`config.mk`:
```
export PLATFORM = sky130hd
export DESIGN_NAME = i2c_frame_counter
export DESIGN_NICKNAME = d
export VERILOG_FILES = /design/src/rtl/i2c_frame_counter.sv
export SDC_FILE = /design/constraint.sdc
export NUM_CORES = 1
export LEC_CHECK = 0
export CAP_MARGIN = 10
export CORE_MARGIN = 1
export CORE_UTILIZATION = 25
export DETAILED_ROUTE_END_ITERATION = 8
export PLACE_DENSITY_LB_ADDON = 0.08
export SYNTH_ARGS = -nofsm -noshare
export SYNTH_HDL_FRONTEND = slang
export SYNTH_SLANG_ARGS = --single-unit
```
`constraint.sdc`:
```
create_clock -name scl -period 1.8 [get_ports scl]
set_input_delay 0.54 -clock scl [delete_from_list [all_inputs] [get_ports scl]]
set_output_delay 0.54 -clock scl [all_outputs]
set_load 0.01 [all_outputs]
```
`src/rtl/i2c_frame_counter.sv`:
```
// I2C subordinate bit/byte frame tracker, advanced on posedge scl.
// Optional 10-bit address extension of addr_phase: define I2C_CNT_ADDR10_EN.
module i2c_frame_counter #(
  parameter  int DATA_BITS = 8,
  parameter  int MAX_BYTES = 16,
  localparam int BIT_W     = $clog2(DATA_BITS + 1),
  localparam int BYTE_W    = $clog2(MAX_BYTES)
) (
  input  logic                 scl,
  input  logic                 rst,
  input  logic                 start,
  input  logic                 stop,
  input  logic                 sda_in,
  output logic                 active,
  output logic [BIT_W-1:0]     bit_idx,
  output logic                 ack_phase,
  output logic [DATA_BITS-1:0] rx_byte,
  output logic                 rx_valid,
  output logic [BYTE_W-1:0]    byte_cnt,
  output logic                 addr_phase,
  output logic                 overflow
);

  localparam int SW = DATA_BITS - 1;

  typedef enum logic [1:0] {
    IDLE = 2'd0,
    DATA = 2'd1,
    ACK  = 2'd2
  } state_t;

  state_t                 r_state;
  logic                   r_active;
  logic [BIT_W-1:0]       r_bit_idx;
  logic                   r_ack;
  logic [SW-1:0]          r_shift;
  logic [DATA_BITS-1:0]   r_rx_byte;
  logic                   r_rx_valid;
  logic [BYTE_W-1:0]      r_byte_cnt;
  logic                   r_overflow;

  logic [DATA_BITS-1:0]   w_next;
  logic                   w_lsb;
  logic                   w_cnt_max;

  assign w_next    = {r_shift, sda_in};
  // bit_idx holds the slot already sampled, so the LSB arrives one after DATA_BITS-2
  assign w_lsb     = (r_bit_idx == BIT_W'(DATA_BITS - 2));
  assign w_cnt_max = (r_byte_cnt == BYTE_W'(MAX_BYTES - 1));

  always_ff @(posedge scl or negedge rst) begin
    if (!rst) begin
      r_state    <= IDLE;
      r_active   <= 1'b0;
      r_bit_idx  <= '0;
      r_ack      <= 1'b0;
      r_shift    <= '0;
      r_rx_byte  <= '0;
      r_rx_valid <= 1'b0;
      r_byte_cnt <= '0;
      r_overflow <= 1'b0;
    end else if (start) begin
      r_state    <= DATA;
      r_active   <= 1'b1;
      r_bit_idx  <= '0;
      r_ack      <= 1'b0;
      r_rx_valid <= 1'b0;
      r_shift    <= SW'(sda_in);
      r_byte_cnt <= '0;
      r_overflow <= 1'b0;
    end else if (stop) begin
      r_state    <= IDLE;
      r_active   <= 1'b0;
      r_bit_idx  <= '0;
      r_ack      <= 1'b0;
      r_rx_valid <= 1'b0;
      r_byte_cnt <= '0;
    end else begin
      unique case (r_state)
        IDLE: ;
        DATA: begin
          if (w_lsb) begin
            r_state    <= ACK;
            r_bit_idx  <= BIT_W'(DATA_BITS);
            r_ack      <= 1'b1;
            r_rx_valid <= 1'b1;
            r_rx_byte  <= w_next;
          end else begin
            r_bit_idx  <= r_bit_idx + 1'b1;
            r_shift    <= w_next[SW-1:0];
          end
        end
        ACK: begin
          r_state    <= DATA;
          r_bit_idx  <= '0;
          r_ack      <= 1'b0;
          r_rx_valid <= 1'b0;
          r_shift    <= SW'(sda_in);
          if (w_cnt_max) r_overflow <= 1'b1;
          else           r_byte_cnt <= r_byte_cnt + 1'b1;
        end
        default: r_state <= IDLE;
      endcase
    end
  end

`ifdef I2C_CNT_ADDR10_EN
  if (DATA_BITS != 8) begin : g_addr10_chk
    $error("I2C_CNT_ADDR10_EN requires DATA_BITS == 8");
  end

  logic r_addr10;

  // 10-bit header 11110xx? seen in byte 0 keeps byte 1 in the address phase
  always_ff @(posedge scl or negedge rst) begin
    if (!rst) begin
      r_addr10 <= 1'b0;
    end else if (start || stop) begin
      r_addr10 <= 1'b0;
    end else if (r_state == DATA && w_lsb && r_byte_cnt == '0) begin
      r_addr10 <= (w_next[DATA_BITS-1 -: 5] == 5'b11110);
    end
  end

  assign addr_phase = r_active &&
    (r_byte_cnt == '0 || (r_addr10 && r_byte_cnt == BYTE_W'(1)));
`else
  assign addr_phase = r_active && (r_byte_cnt == '0);
`endif

  assign active    = r_active;
  assign bit_idx   = r_bit_idx;
  assign ack_phase = r_ack;
  assign rx_byte   = r_rx_byte;
  assign rx_valid  = r_rx_valid;
  assign byte_cnt  = r_byte_cnt;
  assign overflow  = r_overflow;

endmodule

```
* Word level (Yosys, flattened, before mapping)
Cells that the tools add are included.
** Word-level totals
- Input bits :: 5
- Register bits after elaboration :: 28
- Logic and storage cells :: 62
** Cells by class
- Eq/ne operators :: 9
- Add/sub/neg operators :: 2
- Bitwise gates (word level) :: 2
- Multiplexer cells :: 26
- Reductions and logical operators :: 15
** Operators with widths (number)
- $mux W4 :: 7
- $mux W7 :: 3
- $pmux W7 S2 :: 1
- $mux W1 :: 9
- $ne A3 B3 Y1 const B :: 3
- $add A4 B1 Y4 const B :: 2
- $pmux W4 S2 :: 1
- $mux W2 :: 3
- $pmux W2 S3 :: 1
- $reduce_and A2 Y1 :: 3
- $reduce_and A3 Y1 :: 2
- $reduce_bool A2 Y1 :: 3
- $reduce_bool A3 Y1 :: 2
- $eq A4 B3 Y1 const B :: 1
- $eq A4 B4 Y1 const B :: 1
- $logic_not A4 Y1 :: 1
- $ne A4 B4 Y1 const B :: 1
- $reduce_and A4 Y1 :: 1
- $reduce_bool A4 Y1 :: 1
- $eq A2 B1 Y1 const B :: 1
- $eq A2 B2 Y1 const B :: 1
- $logic_not A2 Y1 :: 1
- $ne A2 B2 Y1 const B :: 1
- $not A1 Y1 :: 2
- 2 further kinds :: 2

* Depth between registers and ports, before layout
Gate-level depths: netlist of the first run.
- Depth after elaboration :: 5
- Gate-level depth with buffers :: 6
- Mapped depth without buffers :: 5

* Worst setup path before layout of the first run
No wires, ideal clock.
- Path kind :: register -> output
- Start point :: register r_byte_cnt[0] (netlist: byte_cnt[0])
- End point :: output addr_phase
- Required time :: 1260 ps
- Arrival time :: 1023 ps
- Path slack :: 237 ps
- Stages on the path, launching flop included :: 4
- Cell sequence :: dfrtp_1 inv_1 ha_1 nor4bb_1
** Between the ends
- Cells in the longest elaborated chain, start to end :: 2
** Ends and longest elaborated chain
- start: declaration :: RTL line 39 : logic [BYTE_W-1:0] r_byte_cnt;
- start signal: assignment :: RTL line 100 : else r_byte_cnt <= r_byte_cnt + 1'b1;
- $logic_not A4 Y1 :: RTL line 128 : assign addr_phase = r_active && (r_byte_cnt == '0);
- $logic_and A1 B1 Y1 :: RTL line 128
- end: declaration :: RTL line 20 : output logic addr_phase,
No other way between the ends.

* Worst setup path in the final report of the first run
- Start point :: register r_byte_cnt[1] (netlist: byte_cnt[1])
- End point :: output addr_phase
The elaborated chain is that of the path after synthesis.

==> results of run 1 <==
## timing repair
| item | in CTS | in global routing |
|---|---|---|
| gates resized for setup | 12 | 8 |
| endpoints found under the setup margin | 9 | 4 |
| setup buffers | 1 | 4 |
| hold buffers | 0 | 0 |
| endpoints found under the hold margin | 0 | 0 |
| pin swaps | 0 | 1 |
## area by class of cell
cell class	count	area [um2]	area share [%]
flip-flops and latches	28	703	34.9
multi-input cells	88	694	34.4
repair buffers	52	444	22.0
well taps	72	90.1	4.47
clock buffers	4	55.1	2.73
inverters	8	30.0	1.49
## cells in the mapped netlist
master / n
o41ai_1: 1
nor2b_1: 1
nand4_1: 1
o21bai_1: 1
nand4b_1: 1
and3_1: 1
ha_1: 7
and4bb_2: 1
nor3_1: 1
nor2_2: 1
nor3b_2: 1
inv_1: 8
a21oi_2: 1
a31oi_1: 1
or4_4: 1
mux2i_1: 1
clkbuf_1: 2
nor2_1: 2
a21oi_1: 15
nand3b_1: 1
and4b_1: 1
o211a_1: 1
mux2_2: 9
and3b_4: 1
nand3_4: 1
a21o_1: 2
buf_2: 2
nand3_1: 12
a2111o_1: 1
and4b_4: 1
and4_1: 1
dfrtp_1: 28
o21bai_2: 1
a41oi_1: 1
or2_0: 1
o21ai_0: 10
buf_4: 2
nor4bb_1: 1
o311ai_0: 1
nand2_1: 4
## routing by layer
metal | global-route usage [%] | up-vias
li1 | - | 574
met2 | 20.3 | 15
met4 | 3.96 | 0
met5 | 0 | -
met1 | 15.8 | 581
met3 | 2.00 | 2
## power groups by stage
stage | logic [mW] | clock network, mW | registers [mW]
3_5_place_dp | 0.141 | 0 | 0.663
6_report | 0.143 | 0.397 | 0.650
3_3_place_gp | 0.142 | 0 | 0.663
5_1_grt | 0.159 | 0.435 | 0.653
2_1_floorplan | 0.0644 | 0 | 0.663
4_1_cts | 0.139 | 0.414 | 0.651
## final timing paths
path,start,endpoint,slack [ns],depth (start not counted)
setup / recovery,byte_cnt[1],addr_phase,0.06,4
min in group asynchronous,rst,rx_valid,0.63,2
hold reg to reg,rx_byte[1],rx_byte[1],0.52,1
setup reg to reg,bit_idx[1],r_shift[0],0.16,5
hold / removal,rx_byte[1],rx_byte[1],0.52,1
max in group asynchronous,rst,bit_idx[1],0.88,2
## flip-flops by register name, summed over array words and instances, names as in the netlist
signal    cells
overflow      1
bit_idx       4
byte_cnt      4
active        1
r_shift       7
rx_byte       8
rx_valid      1
r_state       2
## worst reg2reg max path: cells and delay by family, from the launching register on
| kind | cells | cell delay (ns) |
|---|---|---|
| buffers and inverters | 1 | 0.15 |
| adder cells (fa/ha/maj) | 1 | 0.22 |
| flip-flops | 1 | 0.43 |
| AO/OA/AOI/OAI | 1 | 0.16 |
| AND/OR/NAND/NOR | 1 | 0.24 |
| multiplexers | 1 | 0.35 |
## logic make-up (layout without fill, tap and decap cells)
logic type	Yosys count	in the layout	share of synthesized area, %
AOI/OAI and AO/OA	36	36	15.5
and+or+nand+nor	35	35	17.1
DFF	28	28	49.1
buffers and inverters	14	64	4.38
muxes	10	10	7.80
adders and majority gates	7	7	6.13
## cells in the final DEF, fill, tap and decap left out, types with 2 or more instances in the layout
| cell type | netlist | final |
|---|---|---|
| dlygate4sd2_1 | 0 | 5 |
| nand3_1 | 12 | 12 |
| nand2_1 | 4 | 4 |
| buf_4 | 2 | 27 |
| a21oi_1 | 15 | 15 |
| mux2_2 | 9 | 9 |
| dfrtp_1 | 28 | 26 |
| inv_1 | 8 | 6 |
| dfrtp_2 | 0 | 2 |
| nor2_1 | 2 | 2 |
| o21ai_0 | 10 | 10 |
| clkdlybuf4s50_1 | 0 | 18 |
| inv_2 | 0 | 2 |
| a21o_1 | 2 | 2 |
| clkbuf_8 | 0 | 4 |
| ha_1 | 7 | 5 |
==> metrics list, run 1 <==
- CTS built an H-tree with a depth of 1.
- Including well taps, the total number of placed cells is 243.
- The first global-routing pass estimated 5730 um of wire.
- Seq pwr share: 54.7%
- Final Skew: 0.00668 ns
- P_sw: 0.283 mW
* Initial Util: 25.9%
* Via density per instance: 4.65
- Total power per unit cell area: 590 mW/mm2
- The highest layer touched by signal routing is met4.
- After routing the design area is 0.00202 mm2.
* Port buffer count: 25
- For this design, the sink count on the clock tree is 28.
- Synthesized netlist net count: 142
* Core Region: 0.00551 mm2
* Cells along the critical path: inv_2 -> ha_4 -> nor4bb_4 -> buf_2
- In the final routed layout, each cell accounts on average for 13.7 um.
- From synthesis to final layout, the design area changed by 41.3%.
- Routability-driven placement finished with a final weighted congestion of 0.781.
- The critical path is of the flop to output pin type.
* Metal-1 WL: 1710 um
* Most area-consuming cells after synthesis: dfrtp_1 49%, mux2_2 7.1%, ha_1 6.1%, a21oi_1 5.3%, nand3_1 4.2%
- The routed design uses 1650 um of met2 wire.
* Num ports: 26
- Maximum vdd ir drop: 0.306 mV
- The max-slew violation count came to 0.
* Horizontal extent of the die: 77.6 um
- RSZ-0062 raised after global routing: yes
- 0 antenna diodes ended up in the layout.
* Sum of negative setup slack: 0 ns
* Worst slew margin relative to its limit: 75.4%
- In this run the cell area measured after placement is 0.00190 mm2.
- Max clock buf depth: 2
- Number of violations reported at the end of detailed-routing iteration 0: 40
* Clk root buf: clkbuf_8
- STA classifies the critical path endpoint as an output pin.
* Critical Path Source Type: flop
* Min Hold Slack: 0.516 ns
- For the pin with the worst max-slew slack, the measured transition is 0.368 ns.
- Summed over its instances, the top area cell type makes up 49.1% of the synthesized netlist area.
* CP top delay family: flip-flops
* Leak: 0.934 nW
* Setup violations, final: 0
- Sum of overflow across all layers after global routing: 0
- The tightest min-delay check is of the flop to flop type.
- The cell count after synthesis came out at 130.
- Internal Pwr Total: 0.907 mW
- Min Tclk post-route: 1.74 ns
- The net count of the finished layout is 193.
* Area enclosed by the die boundary: 0.00602 mm2
- Delay contributed by the slowest stage of the critical path: 0.40 ns
- Vias post-DR: 1172
- For this design, the slowest cell found on the critical path is dfrtp_1.
- The flow ran to the end, and the final reports show no timing, DRC or antenna violations.
- In this run, distinct cell masters in the synthesized netlist total 40.
* Wire length on met3: 74 um
* TritonRoute pass-1 iters: 4
* CTS tree: done
* Ratio of final minimum period to clock period: 96.6%
- Fraction of power consumed by the clock network: 33.3%
* CP required: 1.26 ns
* Final worst slack: 0.0606 ns
* Utilization of the core after routing: 36.6%
- Data on the critical path arrives at its endpoint at 1.20 ns.
* Half-perimeter wire length of the detailed placement result: 2460 um
- Across the run, the number of max-cap violations was 0.
* Crit path max fanout: 2
- Maximum number of pins on one net before global-route repair: 29
* Syn_area_per_cell: 11.0 um2
- Non-filler instance count after layout: 252
- Row generation in the floorplan step produced 27 rows.
- The initial antenna violation count is 0.
* Proportion of power drawn by combinational gates: 12.0%
- Total of flip-flops plus latches after synthesis: 28
- Number of endpoints with negative hold slack in the final report: 0
* Number of routed nets with antenna violations: 0
- Clock input transition at the sequential cells of the worst setup and hold paths: 0.10 ns
* Cts bufs inserted: 3
- Vertical extent of the die: 77.6 um
* Switching part of the total power: 23.8%
- The number of buffers and inverters on the critical path is 2.
- Final wirelength: 3460 um
- Number of warnings reported in the yosys synthesis log: 0
- Overall power: 1.19 mW
* Netlist area before placement: 0.00143 mm2
- The via count of the first global-routing pass was 1201.
* Clock Latency Late Sink: 0.27 ns
- Library cell with the largest summed area after synthesis: dfrtp_1
* Share of cells above drive strength 1: 31.7%
- Global routing used 12.1% of the available tracks across all layers.
- Dpl ws: -0.117 ns
- # fillers: 550
- Count of unresolved DRC violations after routing: 0
- Max Freq: 575 MHz
- Sequential-to-total area share from yosys stat: 49.1%
Power figures use the tool's default switching activity.
==> run 2: changes to the inputs <==
--- a/config.mk
+++ b/config.mk
@@ -6,10 +6,12 @@
 export NUM_CORES = 1
 export LEC_CHECK = 0
 export CAP_MARGIN = 10
-export CORE_MARGIN = 1
+export CORE_MARGIN = 2
 export CORE_UTILIZATION = 25
 export DETAILED_ROUTE_END_ITERATION = 8
 export PLACE_DENSITY_LB_ADDON = 0.08
+export REMOVE_ABC_BUFFERS = 1
+export SKIP_LAST_GASP = 1
 export SYNTH_ARGS = -nofsm -noshare
 export SYNTH_HDL_FRONTEND = slang
 export SYNTH_SLANG_ARGS = --single-unit
==> metrics list, run 2 (same netlist as run 1, synthesis figures left out) <==
* Result of the run: completed
- Data arrival at the endpoint of the critical path: 1.22 ns
- The total area inside the core boundary comes to 0.00551 mm2.
* RSZ-0062 raised after global routing: yes
- For the worst-skew pair, the clock arrives at the later sink with an insertion delay of 0.28 ns.
- Entering global routing, the biggest net connects 29 pins.
- At the pin with the least slew margin, the transition time is 0.372 ns.
* Wire length of the first global-routing pass: 5960 um
- Setup violations remaining at the end of the flow were counted as 0.
- Sinks on Clock Net: 28
- Min Tclk post-route: 1.76 ns
- In this run the tightest slew margin relative to its limit is 75.2%.
- The worst setup path is launched from a flop.
* MaxCap Viol Count: 0
- The internal portion of the total power is 1.00 mW.
- Area enclosed by the die boundary: 0.00633 mm2
- Initial Util: 25.9%
- Delay contributed by the slowest stage of the critical path: 0.40 ns
- Overall power consumption after layout is estimated at 1.29 mW.
* TritonRoute pass-1 iters: 4
- The final route contains 1182 vias.
- STA classifies the critical path endpoint as an output pin.
* Count of standard-cell rows: 27
- Crit path max fanout: 4
- Post-layout nets: 190
- Global-route usage over all layers: 11.7%
* CTS tree: done
* P_sw: 0.288 mW
- Critical path's most frequent cell: buf_4
- The repair_antennas step left the layout with diodes totalling 0.
* Final wirelength: 3390 um
- Final number of max-transition violations: 0
* Via count of the first global-routing pass: 1256
- Detailed placement finished with a half-perimeter wire length of 2460 um.
- Power spread over the standard cell area amounts to 649 mW/mm2.
* Cts bufs inserted: 3
- The initial antenna violation count came to 0.
* Horizontal extent of the die: 79.6 um
- Critical Setup Path Class: flop to output pin
- Share of cells above drive strength 1: 28.8%
* Synth-to-Final Area Change: 39.5%
- Sum of overflow across all layers after global routing: 0
- Via density per instance: 4.75
* Num ports: 26
* Port buffer count: 25
- Count of hold-fix buffers inserted at cts: 0
* Min Hold Slack: 0.517 ns
- Final Skew: 0.00335 ns
- In this run the number of H-tree levels came out at 1.
* Max FFs per register: 8
* Proportion of power drawn by combinational gates: 10.8%
- In this run the clock root is driven by a clkbuf_8.
- Max Freq: 570 MHz
- WL/cell: 13.6 um
* Number of violations reported at the end of detailed-routing iteration 0: 56
* Fraction of power consumed by the clock network: 38.9%
- The final-report hold violation count is 0.
* Number of routed nets with antenna violations: 0
- Net switching is 22.3% of the power.
- The worst register-to-register path has a setup slack of 0.12 ns.
- Leading cell types in the layout, fill and taps excluded: 27 x dfrtp_1, 24 x buf_4, 18 x clkdlybuf4s50_1
- After clock tree synthesis, the clock-pin slew on the worst setup and hold paths is 0.10 ns.
* Max clock buf depth: 2
* CP required: 1.26 ns
- Vertical extent of the die: 79.6 um
- Count of unresolved DRC violations after routing: 0
- On the critical path, the stage with the largest delay is an instance of dfrtp_1.
- In this run, flip-flops and latches consume 50.3% of the power.
- Leading cell type in the layout, fill and taps excluded: dfrtp_1
- Ratio of final minimum period to clock period: 97.5%
- Maximum vdd ir drop: 0.283 mV
- In this run the static leakage power is 0.926 nW.
* Sum of negative setup slack: 0 ns
- Weighted congestion reported at the end of routability-driven placement: 0.722
- The critical path goes through buf_4 -> buf_4 -> dlygate4sd2_1.
* Min-delay worst type: flop to flop
run 2: cell types whose count changed in the layout (fill, tap and decap cells not counted), sizes merged:
cell    delta
clkbuf     -1
buf        -3
bufinv     +1
run 2: timing repair:
item	4_1_cts	5_1_grt
pin swaps	0	1
resized for setup	11	5
endpoints found under the setup margin	9	2
buffers inserted	3	1
run 2: final cells by class:
type / count / area [um2]
sequential: 28 / 702
multi-input combinational: 88 / 677
clock inverter: 1 / 30.0
inverter: 8 / 30.0
tap: 72 / 90.1
fill: 571 / 3510
clock buffer: 3 / 41.3
timing repair buffer: 49 / 422
run 2: routing by layer:
layer	share of wire (%)	track usage, %	vias to the layer above
met4	1.3	3.62	0
met3	4.3	1.92	6
met5	0	0	-
li1	-	-	568
met2	48	19.2	32
met1	47	15.7	576
run 2: path summary, 6_finish.rpt:
check / from / endpoint / cells after the start
setup / recovery: byte_cnt[1] / byte_cnt[1] / 3
hold reg to reg: rx_byte[2] / rx_byte[2] / 1
setup reg to reg: bit_idx[0] / r_state[0] / 6
max in group asynchronous: rst / bit_idx[1] / 2
min in group asynchronous: rst / bit_idx[3] / 2
hold / removal: rx_byte[2] / rx_byte[2] / 1
run 2: metrics by stage:
stage	cell area (um2)	cells	utilization, %	worst slack, ns
2_1_floorplan	1400	124	-	0.230
3_3_place_gp	1890	241	34.2	-0.123
4_1_cts	1970	248	35.8	0.00000588
3_5_place_dp	1890	241	34.2	-0.158
5_1_grt	1990	249	36.2	-0.0150
6_report	1990	249	36.2	0.0442
run 2: power groups by stage:
stage	Clock [mW]	Combinational, mW	Sequential [mW]
finish	0.502	0.140	0.650
CTS	0.525	0.143	0.650
global route	0.550	0.156	0.652
global placement	0	0.140	0.664
detailed placement	0	0.139	0.664
floorplan	0	0.0571	0.664
run 2: critical path, delay by kind of cell, from the launching register on:
family | cells | cell delay [ns]
buffers and inverters | 3 | 0.54
DFF | 1 | 0.40
==> run 3: changes to the inputs <==
--- a/config.mk
+++ b/config.mk
@@ -8,7 +8,9 @@
 export CAP_MARGIN = 10
 export CORE_MARGIN = 2
 export CORE_UTILIZATION = 25
+export CTS_CLUSTER_SIZE = 8
 export DETAILED_ROUTE_END_ITERATION = 8
+export GPL_TIMING_DRIVEN = 0
 export PLACE_DENSITY_LB_ADDON = 0.08
 export REMOVE_ABC_BUFFERS = 1
 export SKIP_LAST_GASP = 1
==> metrics list, run 3 (same netlist as run 1, synthesis figures left out) <==
- Result of the run: completed
- 26 I/O pins were placed.
- At the pin with the least slew margin, the transition time is 0.636 ns.
- The die covers 0.00633 mm2.
- Wire length of the first global-routing pass: 5510 um
* Share of cells above drive strength 1: 25.1%
- Min Tclk post-route: 1.77 ns
- TritonCTS built the clock tree.
- RSZ-0062 raised after global routing: yes
- Initial Util: 25.9%
- In this run the worst hold path is classified as flop to flop.
- TritonCTS created 3 clock buffers.
* Weighted congestion reported at the end of routability-driven placement: 0.717
- Entering global routing, the biggest net connects 19 pins.
- TritonRoute pass-1 iters: 4
- Crit path max fanout: 2
* Data arrival at the endpoint of the critical path: 1.23 ns
- After detailed routing, the average wire length per cell comes to 13.8 um.
- Min Hold Slack: 0.513 ns
* Vias post-DR: 1131
- MaxCap Viol Count: 0
- CTS built an H-tree with a depth of 1.
* Final wirelength: 3300 um
- For this design the static power due to leakage is 0.898 nW.
* M3 GR Usage: 1.47%
- Peak-usage layer in the global routing report: met2
- The initial antenna violation count was 0.
* Via count of the first global-routing pass: 1118
* Clock Latency Late Sink: 0.27 ns
* Count of standard-cell rows: 27
- Clk root buf: clkbuf_8
- Max FFs per register: 8
- For the worst setup path, the data required time is 1.26 ns.
- The clock arrives with 0.00229 ns of skew.
- Leading cell types in the layout, fill and taps excluded: 24 x dfrtp_1, 16 x clkdlybuf4s50_1, 15 x a21oi_1
- The floorplan step set the die width to 79.6 um.
* Count of unresolved DRC violations after routing: 0
- Utilization of the core after routing: 35.2%
* Critical Setup Path Class: flop to output pin
- Once layout is complete, the cells apart from fillers number 239.
- Total power per unit cell area: 658 mW/mm2
- The detail route stage leaves a number of antenna-violating nets equal to 0.
* Met1 track demand over resource in global routing: 15.9%
* Number of violations reported at the end of detailed-routing iteration 0: 72
- Final number of max-transition violations: 0
* Sinks on Clock Net: 28
- Setup total negative slack on the finished layout was measured at 0 ns.
- Port buffer count: 25
- Clock input transition at the sequential cells of the worst setup and hold paths: 0.10 ns
- The signal on the critical path passes through inv_1 -> ha_1 -> nor4bb_2 -> buf_2.
- Via density per instance: 4.73
- Setup violations remaining at the end of the flow were counted as 0.
- In this run the standard cell core region covers 0.00551 mm2.
* Number of endpoints with negative hold slack in the final report: 0
- # fillers: 550
- Post-layout nets: 180
- For met2 alone, demand over resource in global routing was 17.6%.
- Critical Path Source Type: flop
- Vertical extent of the die: 79.6 um
- In this design, the stage delay of the slowest critical-path cell is 0.39 ns.
- Synth-to-Final Area Change: 35.9%
- Multi-input gate area in the final layout: 676 um2
- Nature of the critical path endpoint: output pin
* Ratio of final minimum period to clock period: 98.3%
- The library cell used most frequently in the layout, excluding fill and tap cells, is dfrtp_1.
* Placed cell count: 222
* Half-perimeter wire length of the detailed placement result: 2320 um
* Area occupied by registers: 706 um2
- After global routing the overflow that remains totals 0.
- The repair_antennas step left the layout with diodes totalling 0.
- Global-route usage over all layers: 11.1%
- For this run, the top clock speed supported by timing is 565 MHz.
- For this design, the slowest cell found on the critical path is dfrtp_1.
- Max clock buf depth: 2
- In this run the tightest slew margin relative to its limit is 57.5%.
* Maximum vdd ir drop: 0.256 mV
[run 3: worst max-delay path: cells and delay by family, from the launching register on]
family / cells / cell delay [ns]
flip-flops: 1 / 0.39
buffers and inverters: 2 / 0.25
AND/OR/NAND/NOR: 1 / 0.18
adder cells (fa/ha/maj): 1 / 0.14
[run 3: stage by stage]
step	setup slack, ns	area, um2	total power, mW
floorplan	0.230	1400	0.721
global placement	-0.490	1740	0.780
detailed placement	-0.529	1760	0.789
CTS	-0.0936	1930	1.31
global route	-0.111	1940	1.35
finish	0.0314	1940	1.28
[run 3: what timing repair did]
item,in CTS,in global routing
hold buffers,0,0
resized for setup,16,3
setup endpoints to repair,19,11
gates cloned,0,0
buffers inserted,11,2
pin swaps,1,0
[run 3: path summary, 6_finish.rpt]
| kind | startpoint | end | slack, ns | cells after the start |
|---|---|---|---|---|
| max | byte_cnt[0] | addr_phase | 0.03 | 4 |
| min | rx_byte[4] | rx_byte[4] | 0.51 | 1 |
| min in group asynchronous | rst | byte_cnt[1] | 0.65 | 1 |
| max reg2reg | r_state[0] | byte_cnt[3] | 0.03 | 5 |
| max in group asynchronous | rst | byte_cnt[2] | 0.64 | 2 |
| min reg2reg | rx_byte[4] | rx_byte[4] | 0.51 | 1 |
[run 3: power by group]
part / internal, mW / total [mW] / switching (mW)
logic: 0.0553 / 0.128 / 0.0726
registers: 0.640 / 0.650 / 0.00987
clock network: 0.298 / 0.499 / 0.201
total: 0.993 / 1.28 / 0.284
[run 3: metal layers]
layer | part of all wire [%] | vias to the layer above
li1 | - | 550
met3 | 2.7 | 2
met4 | 0.76 | 0
met5 | 0 | -
met1 | 49 | 566
met2 | 47 | 13
[run 3: layout make-up]
cell class              instances  area share [%]
inverters                       8            1.55
multi-input cells              88            34.8
clock buffers                   3            2.13
flip-flops and latches         28            36.4
repair buffers                 39            19.0
well taps                      72            4.64
clock inverters                 1            1.55
